File: config.mk
export PLATFORM = sky130hd
export DESIGN_NAME = alu_arbiter
export DESIGN_NICKNAME = d
export VERILOG_FILES = /design/src/rtl/alu_pkg.sv /design/src/rtl/alu.sv /design/src/rtl/alu_arbiter.sv
export SDC_FILE = /design/constraint.sdc
export NUM_CORES = 1
export LEC_CHECK = 0
export CELL_PAD_IN_SITES_DETAIL_PLACEMENT = 0
export CELL_PAD_IN_SITES_GLOBAL_PLACEMENT = 2
export CORE_AREA = 4 4 165 167
export CTS_CLUSTER_DIAMETER = 50
export DETAILED_ROUTE_END_ITERATION = 12
export DIE_AREA = 0 0 169 171
export PLACE_DENSITY = 0.95
export SLEW_MARGIN = 20
export SYNTH_ARGS = -nofsm -noshare
export SYNTH_HDL_FRONTEND = slang
export SYNTH_SLANG_ARGS = --single-unit
File: constraint.sdc
create_clock -name clk -period 17.25 [get_ports clk]
set_input_delay 2.5875 -clock clk [delete_from_list [all_inputs] [get_ports clk]]
set_output_delay 2.5875 -clock clk [all_outputs]
set_load 0.01 [all_outputs]
File: src/rtl/alu_pkg.sv
// Shared definitions for the ALU and the two-requester ALU arbiter.
package alu_pkg;

  localparam int unsigned DataWidth = 32;
  localparam int unsigned NumReq    = 2;

  // ALU op codes; any other 3-bit code yields a zero result.
  typedef enum logic [2:0] {
    OpAdd = 3'b000,
    OpSub = 3'b001,
    OpAnd = 3'b010,
    OpOr  = 3'b011
  } alu_op_e;

  // Identifies one of the two requesters.
  typedef logic req_id_t;

  // Arbiter FSM: idle, or holding a result for its owner.
  typedef enum logic [0:0] {
    StIdle = 1'b0,
    StBusy = 1'b1
  } arb_state_e;

endpackage : alu_pkg

File: src/rtl/alu.sv
// Combinational 32-bit ALU: add, subtract, and, or; unknown op codes give zero.
module alu
  import alu_pkg::*;
(
  input  logic [2:0]           alu_ctrl,
  input  logic [DataWidth-1:0] src1,
  input  logic [DataWidth-1:0] src2,
  output logic [DataWidth-1:0] alu_res,
  output logic                 zero
);

  // Result select; add and subtract wrap modulo 2^32 with no carry out.
  always_comb begin
    alu_res = '0;
    case (alu_ctrl)
      OpAdd:   alu_res = src1 + src2;
      OpSub:   alu_res = src1 + (~src2 + 32'd1);
      OpAnd:   alu_res = src1 & src2;
      OpOr:    alu_res = src1 | src2;
      default: alu_res = '0;
    endcase
  end

  // Zero flag of the current result.
  always_comb begin
    zero = (alu_res == '0);
  end

endmodule : alu

File: src/rtl/alu_arbiter.sv
// Shares one ALU between two requesters. A granted request is computed in the
// accept cycle and its result is held registered until the owner takes it.
// The response handshake and a new accept may coincide for one op per cycle.
module alu_arbiter
  import alu_pkg::*;
(
  input  logic                            clk,
  input  logic                            rst,
  input  logic [NumReq-1:0]               req_valid,
  output logic [NumReq-1:0]               req_ready,
  input  logic [NumReq-1:0][2:0]          req_ctrl,
  input  logic [NumReq-1:0][DataWidth-1:0] req_src1,
  input  logic [NumReq-1:0][DataWidth-1:0] req_src2,
  output logic [NumReq-1:0]               rsp_valid,
  input  logic [NumReq-1:0]               rsp_ready,
  output logic [DataWidth-1:0]            rsp_res,
  output logic                            rsp_zero
);

  arb_state_e           state_q, state_d;
  req_id_t              prio_q, prio_d;
  req_id_t              owner_q, owner_d;
  logic [DataWidth-1:0] res_q, res_d;
  logic                 zero_q, zero_d;

  req_id_t              gnt;
  logic                 slot_free;
  logic                 accept;
  logic [2:0]           alu_ctrl;
  logic [DataWidth-1:0] alu_src1;
  logic [DataWidth-1:0] alu_src2;
  logic [DataWidth-1:0] alu_res;
  logic                 alu_zero;

  // Grant: a lone requester wins; on contention the priority pointer decides.
  always_comb begin
    gnt = prio_q;
    case (req_valid)
      2'b01:   gnt = 1'b0;
      2'b10:   gnt = 1'b1;
      default: gnt = prio_q;
    endcase
  end

  // The result slot can take a new op when empty or being drained this cycle.
  // Only the owner's rsp_ready matters, so a stray rsp_ready is harmless.
  always_comb begin
    slot_free = (state_q == StIdle) || rsp_ready[owner_q];
  end

  // Accept only to the granted requester; held off entirely during reset.
  always_comb begin
    req_ready = '0;
    if (!rst && slot_free && req_valid[gnt]) begin
      req_ready[gnt] = 1'b1;
    end
  end

  // Accept handshake of the granted requester.
  always_comb begin
    accept = |(req_valid & req_ready);
  end

  // Route the granted requester's operands into the shared ALU.
  always_comb begin
    alu_ctrl = req_ctrl[gnt];
    alu_src1 = req_src1[gnt];
    alu_src2 = req_src2[gnt];
  end

  alu u_alu (
    .alu_ctrl (alu_ctrl),
    .src1     (alu_src1),
    .src2     (alu_src2),
    .alu_res  (alu_res),
    .zero     (alu_zero)
  );

  // Next-state: load on accept, go idle on a bare response handshake, else hold.
  always_comb begin
    state_d = state_q;
    prio_d  = prio_q;
    owner_d = owner_q;
    res_d   = res_q;
    zero_d  = zero_q;
    case (state_q)
      StIdle: begin
        if (accept) begin
          state_d = StBusy;
          owner_d = gnt;
          prio_d  = ~gnt;
          res_d   = alu_res;
          zero_d  = alu_zero;
        end
      end
      StBusy: begin
        if (accept) begin
          owner_d = gnt;
          prio_d  = ~gnt;
          res_d   = alu_res;
          zero_d  = alu_zero;
        end else if (rsp_ready[owner_q]) begin
          state_d = StIdle;
        end
      end
      default: state_d = StIdle;
    endcase
  end

  // State registers; reset discards any held result without a handshake.
  always_ff @(posedge clk) begin
    if (rst) begin
      state_q <= StIdle;
      prio_q  <= 1'b0;
      owner_q <= 1'b0;
      res_q   <= '0;
      zero_q  <= 1'b1;
    end else begin
      state_q <= state_d;
      prio_q  <= prio_d;
      owner_q <= owner_d;
      res_q   <= res_d;
      zero_q  <= zero_d;
    end
  end

  // Response outputs decode straight from registered state.
  always_comb begin
    rsp_valid = '0;
    if (state_q == StBusy) begin
      rsp_valid[owner_q] = 1'b1;
    end
    rsp_res  = res_q;
    rsp_zero = zero_q;
  end

endmodule : alu_arbiter

# Word level (Yosys, flattened, before mapping)
# Cells that the tools add are included.
word_totals:
  register_bits: 36
  inputBits: 140
  output_inout_bits: 37
op_classes:
  addsub: 3
  magnitude_cmp: 4
  eq_ne: 5
  muxes: 26
  bitwise: 6
  reduce_logical: 9
op_table:
  columns: ["operator", "n"]
  rows:
  - ["32-bit 2-to-1 mux", 5]
  - ["32-bit case mux with 4 select lines", 1]
  - ["32-bit adder", 2]
  - ["32-bit by 1-bit adder with 32-bit output, second input constant", 1]
  - ["32-bit bitwise AND", 1]
  - ["32-bit zero test", 1]
  - ["32-bit inverter", 1]
  - ["32-bit OR", 1]
  - ["1-bit 2-to-1 mux", 12]
  - ["3-bit by 2-bit == test with 1-bit output, second input constant", 2]
  - ["3-bit 2-to-1 mux", 2]
  - ["1-bit logical AND", 4]
  - ["1-bit by 2-bit < comparator with 1-bit output, second input constant", 2]
  - ["2-bit 2-to-1 mux", 2]
  - ["1-bit case mux with 2 select lines", 2]
  - ["3-bit by 1-bit == test with 1-bit output, second input constant", 1]
  - ["3-bit zero test", 1]
  - ["2-bit bitwise AND", 1]
  - ["1-bit demux with 1-bit select", 2]
  - ["2-bit by 1-bit == test with 1-bit output, second input constant", 1]
  - ["2-bit == test, second input constant", 1]
  - ["1-bit >= comparator, second input constant", 2]
  - ["1-bit inverter", 2]
  - ["2-bit OR reduction", 1]
  - ["2 further kinds", 2]

# Depth between registers and ports, before layout
logic_depth:
  word_depth: 11
  mapped_depth: 22
  ltp_nobuf: 19

# Cells and area by module
# From an unflattened synthesis, not the netlist that was laid out.
unflattened:
  hier_cells: 1040
  hier_area_um2: 7577.3
by_module_without_submodules:
  columns: ["mod", "n_inst", "cells_per_inst", "area_per_inst_um2"]
  rows:
  - ["alu", 1, 788, 5296.3]
  - ["alu_arbiter", 1, 252, 2280.9]

# Least setup slack after synthesis
# No wires, ideal clock.
synth_timing:
  kind: "input to register"
  startpoint: "input req_valid[0]"
  endpoint: "register zero_q (netlist: rsp_zero)"
  t_arrival_ns: 7.143
  required_time_ns: 17.166
  setup_slack_ns: 10.022
  cell_stages: 21
  path_cell_list: "inv_1 -> ha_1 -> mux2i_1 -> buf_2 -> buf_1 -> buf_1 -> nand2_1 -> nand2_1 -> ha_1 -> buf_2 -> or3_1 -> nor3_1 -> o211a_1 -> nor4_2 -> o211ai_1 -> mux2i_1 -> o2111ai_1 -> or4_1 -> nor4_2 -> nand3_1 -> o31ai_2"
synth_via:
  elab_chain_len: 10
synth_rtl:
  columns: ["item", "line", "rtl"]
  rows:
  - ["start: declaration", "alu_arbiter.sv:9", "input logic [NumReq-1:0] req_valid,"]
  - ["2-bit == test / 2-bit by 1-bit == test with 1-bit output (equally long branches)", "alu_arbiter.sv:38", "case (req_valid)"]
  - ["1-bit case mux with 2 select lines", "alu_arbiter.sv:38", null]
  - ["32-bit 2-to-1 mux (not written as such) (2 in a row)", "alu_arbiter.sv:68", "alu_src2 = req_src2[gnt];"]
  - ["32-bit inverter", "alu.sv:17", "OpSub: alu_res = src1 + (~src2 + 32'd1);"]
  - ["32-bit by 1-bit adder with 32-bit output", "alu.sv:17", null]
  - ["32-bit adder", "alu.sv:17", null]
  - ["32-bit case mux with 4 select lines", "alu.sv:15", "case (alu_ctrl)"]
  - ["32-bit zero test", "alu.sv:26", "zero = (alu_res == '0);"]
  - ["1-bit 2-to-1 mux", "alu_arbiter.sv:88, alu_arbiter.sv:97", null]
  - ["end signal: assignment", "alu_arbiter.sv:123", "zero_q <= zero_d;"]
  - ["end: declaration", "alu_arbiter.sv:24", "logic zero_q, zero_d;"]
# Several ways; a longest one is shown, not always the timed one. The select of a mux whose other input is x is not followed.
# A chain may end at the register's enable or synchronous reset.

# Final worst setup path
layout_timing:
  startpoint: "input req_valid[1]"
  endpoint: "register zero_q (netlist: rsp_zero)"
# The elaborated chain is that of the path after synthesis.

==> impl.org <==
** Finish
- Leaving out fill and tap cells, the most frequent cells in the layout are 253 x nand2_1, 176 x clkdlybuf4s50_1, 113 x nor2_1, 103 x ha_1, 101 x inv_1.
- From synthesis to final layout, the design area changed by 27.7%.
- Most common cell after layout, fill and taps aside :: nand2_1
- Final #Nets :: 1553
- Post-Route Utilization :: 38.0%
- Share of cells above drive strength 1 :: 3.74%
- Area of all placed cells without fillers :: 9790 um^2
- Counting the fill cells in the layout gives 2754.
- 0 antenna diodes ended up in the layout.

** Logic synthesis
- The synthesized netlist occupies a cell area of 7660 um^2.
- Register bit total from synthesis :: 36
- Synth warnings :: 0
- Instance count of the mapped netlist :: 1186
- Synthesis instantiated 79 different standard cells from the library.
- Counting every net in the synthesized netlist gives 1431.
- Predominant post-synthesis flop cell :: dfxtp_1
- The synthesized design contains 0 enable-type register cells.
- Average instance area after synthesis :: 6.46 um^2
- Share of flip-flops with an asynchronous set or reset after synthesis :: 0%
- Sequential share of the synthesized area :: 9.40%

** Critical path
- List of cells traversed by the critical path :: clkdlybuf4s50_1, inv_1, ha_1, mux2_2, buf_4, nand2_1, and2_1, inv_1, ha_1, nor3_1, or3_1, a211oi_2, o311ai_1, a31o_2, a211oi_1, a211o_1, a221oi_1, and4_1, nand3_1, o31ai_2
- In this design, the stage delay of the slowest critical-path cell is 850 ps.
- In this run the worst path has a maximum fanout of 43.
- Worst endpoint data arrival time :: 8640 ps
- Element type at the critical path start :: primary input
- Cell class contributing the biggest share of worst-path delay :: compound AO/OA/AOI/OAI gates
- Counting both buffers and inverters, the worst setup path holds a total of 4.
- Among all stages on the critical path, the largest delay is contributed by mux2_2.
- The worst setup path is of the in2reg kind.
- STA classifies the critical path endpoint as a register.
- CP Data Required Time :: 17450 ps

** STA
- Setup violations remaining at the end of the flow were counted as 0.
- Max-Slew Margin vs Limit :: 38.3%
- On the final layout, the worst clock skew is 5.44 ps.
- Worst hold slack :: 470 ps
- Derived from the worst setup path, the maximum achievable clock frequency is 118 MHz.
- The worst path uses 48.9% of the clock period.
- Total negative slack for setup checks :: 0 ps
- The count of final hold-check violations is 0.
- At the pin with the least slew margin, the transition time is 926 ps.
- Setup repair after global routing left no endpoint under its margin.
- Fin crit period :: 8440 ps
- Max-slew violation total from the final report :: 0

** Global routing
- For this run, global-route usage on met2 was measured as 31.0%.
- Global routing used 2.06% of the available met3 tracks.
- Global-route wire length before repair :: 45.9 mm
- Highest-utilization routing layer at the global route stage :: met2
- Across every metal layer, demand over resource in global routing totals 19.4%.
- Met1 layer usage reported by global route :: 27.9%
- Entering global routing, the biggest net connects 56 pins.
- Number of global-route vias before repair :: 8386
- The number of antenna violations at the first check in global routing came to 0.
- For this run the aggregate overflow at the end of global routing stands at 0.

** Pwr
- IR drop worst, VDD :: 0.0363 mV
- Static leakage :: 4.28 nW
- Total power per unit cell area :: 78.0 nW/um^2
- Overall Power :: 0.764 mW

** CTS
- Hold buffers post-CTS :: 0
- The root buffer cell chosen for the clock tree is clkbuf_16.
- H-Tree Level Count :: 2
- In this run, CTS created clock tree buffers numbering 5.
- TritonCTS built the clock tree.
- Buffers inserted during post-CTS setup optimization :: 0
- Clk slew on worst S/H paths :: 60 ps
- The tree built by TritonCTS fans out to 36 sinks.
- Once the clock tree was built, the resizer swapped 0 gates to a different size.
- Counting along the longest clock path gives a buffer depth of 2.
- The clock reaches the later pin of the worst-skew pair after 280 ps.

** Flow run
- Number of max-cap violations :: 0

** Route
- In the routed layout, each cell is associated on average with a via count of 5.47.
- Routed length per instance :: 18.1 um
- For this run, design rule violations remaining after detail routing come to 0.
- The pre-antenna-repair detailed-routing pass consisted of 6 iterations.
- Once detail routing completed, the nets flagged for antenna violations numbered 0.
- After the first detailed-routing iteration, the DRC count stood at 852.
- The final route contains 8987 vias.
- Total detailed-routing wirelength :: 29.8 mm

** Outcome
- The run finished with clean final reports.

** Floorplanning
- Die area :: 28900 um^2
- Die outline height :: 171 um
- DIE WIDTH :: 169 um
- Top Ports :: 177
- The initial utilization of the core area, before any placement, comes to 29.8%.
- Standard-cell row count :: 59
- Core Footprint :: 25800 um^2

** Hold path
- Kind of path behind the tightest hold check :: reg2reg

** Placed design
- The wire-length estimate of the detail-placed layout is 23.5 mm.
- In this run the tool buffered the top-level ports with 176 buffer cells.
- At the end of routability-driven placement, the weighted congestion stood at 0.961.
- Dpl cell area :: 9640 um^2
[power by group]
part | switching (mW) | internal [mW] | leakage, nW
Sequential | 0.00591 | 0.0911 | 0.295
Combinational | 0.361 | 0.213 | 3.92
Clock | 0.0356 | 0.0575 | 0.0701
Total | 0.403 | 0.361 | 4.28
[synthesized netlist by cell type, drive strengths merged, types with 9 or more instances]
cell    number  area share, %
o31ai        9            1.1
inv        101            4.9
nor2       113            5.5
o211ai      20            2.0
o21bai      11            1.1
o221ai       9            1.0
clkbuf      41            2.0
nor3        19            1.2
nor3b        9           0.88
nand2b      11           0.90
and2         9           0.73
o21ai       54            3.6
a31oi       12            1.2
ha         103             17
nand3       14           0.91
nor4        15            1.5
nand4       12           0.98
a21oi       95            6.3
dfxtp       36            9.4
buf         27            1.8
mux2i       10            1.3
a211oi      45            4.6
nor2b       13            1.1
a21o        19            1.9
nand2      253             12
[metrics by stage]
stage | instances | setup slack, ps
after CTS | 1644 | 8780
after global routing | 1644 | 8330
final | 1644 | 8810
after global placement | 1636 | 8590
after floorplan | 1186 | 10020
after detailed placement | 1636 | 8520
[worst register-to-register path, cell delays in order, from the launching register on]
cell and delay, ps:
dfxtp_1 410, mux2_2 800, buf_4 560, nand2_1 90, and2_1 210, inv_1 130, ha_1 250, nor3_1 260
or3_1 260, a211oi_2 140, o311ai_1 540, a31o_2 300, a211oi_1 100, a211o_1 300, a221oi_1 510, and4_1 270
nand3_1 90, o31ai_2 250
[per-layer routing]
layer  vias to the layer above  wire [um]
li1                       4431          -
met1                      4150      13800
met2                       365      13200
met3                        41       2190
met4                         0        660
met5                         -          0
[area by class of cell]
cell class              instances  area [um^2]  area share (%)
clock buffers                   7          143            1.46
clock inverters                 1         7.51          0.0767
inverters                     101          379            3.87
multi-input cells             981         6300            64.4
flip-flops and latches         36          721            7.36
well taps                     335          419            4.28
repair buffers                183         1810            18.5
[state kept, by name (all words and copies together), names as in the netlist]
signal	flops
rsp_zero	1
state_q	1
owner_q	1
rsp_res	32
prio_q	1
[kinds of logic (layout without fill, tap and decap cells)]
family	Yosys count	after routing	synth area share (%)
and+or+nand+nor	494	494	28.8
AOI/OAI and AO/OA	357	357	32.5
buffers and inverters	169	292	8.72
adders and majority gates	105	105	17.3
DFF	36	36	9.40
muxes	18	18	2.53
xor gates and xnor gates	7	7	0.800
[final timing paths]
path         slack [ps]  cells after the start          to          from
max                8810                     20    rsp_zero  req_valid[1]
min                 470                      2  rsp_res[0]    rsp_res[0]
max reg2reg       11700                     17    rsp_zero        prio_q
min reg2reg         470                      2  rsp_res[0]    rsp_res[0]
No activity file was read; power rests on OpenSTA's default activity.
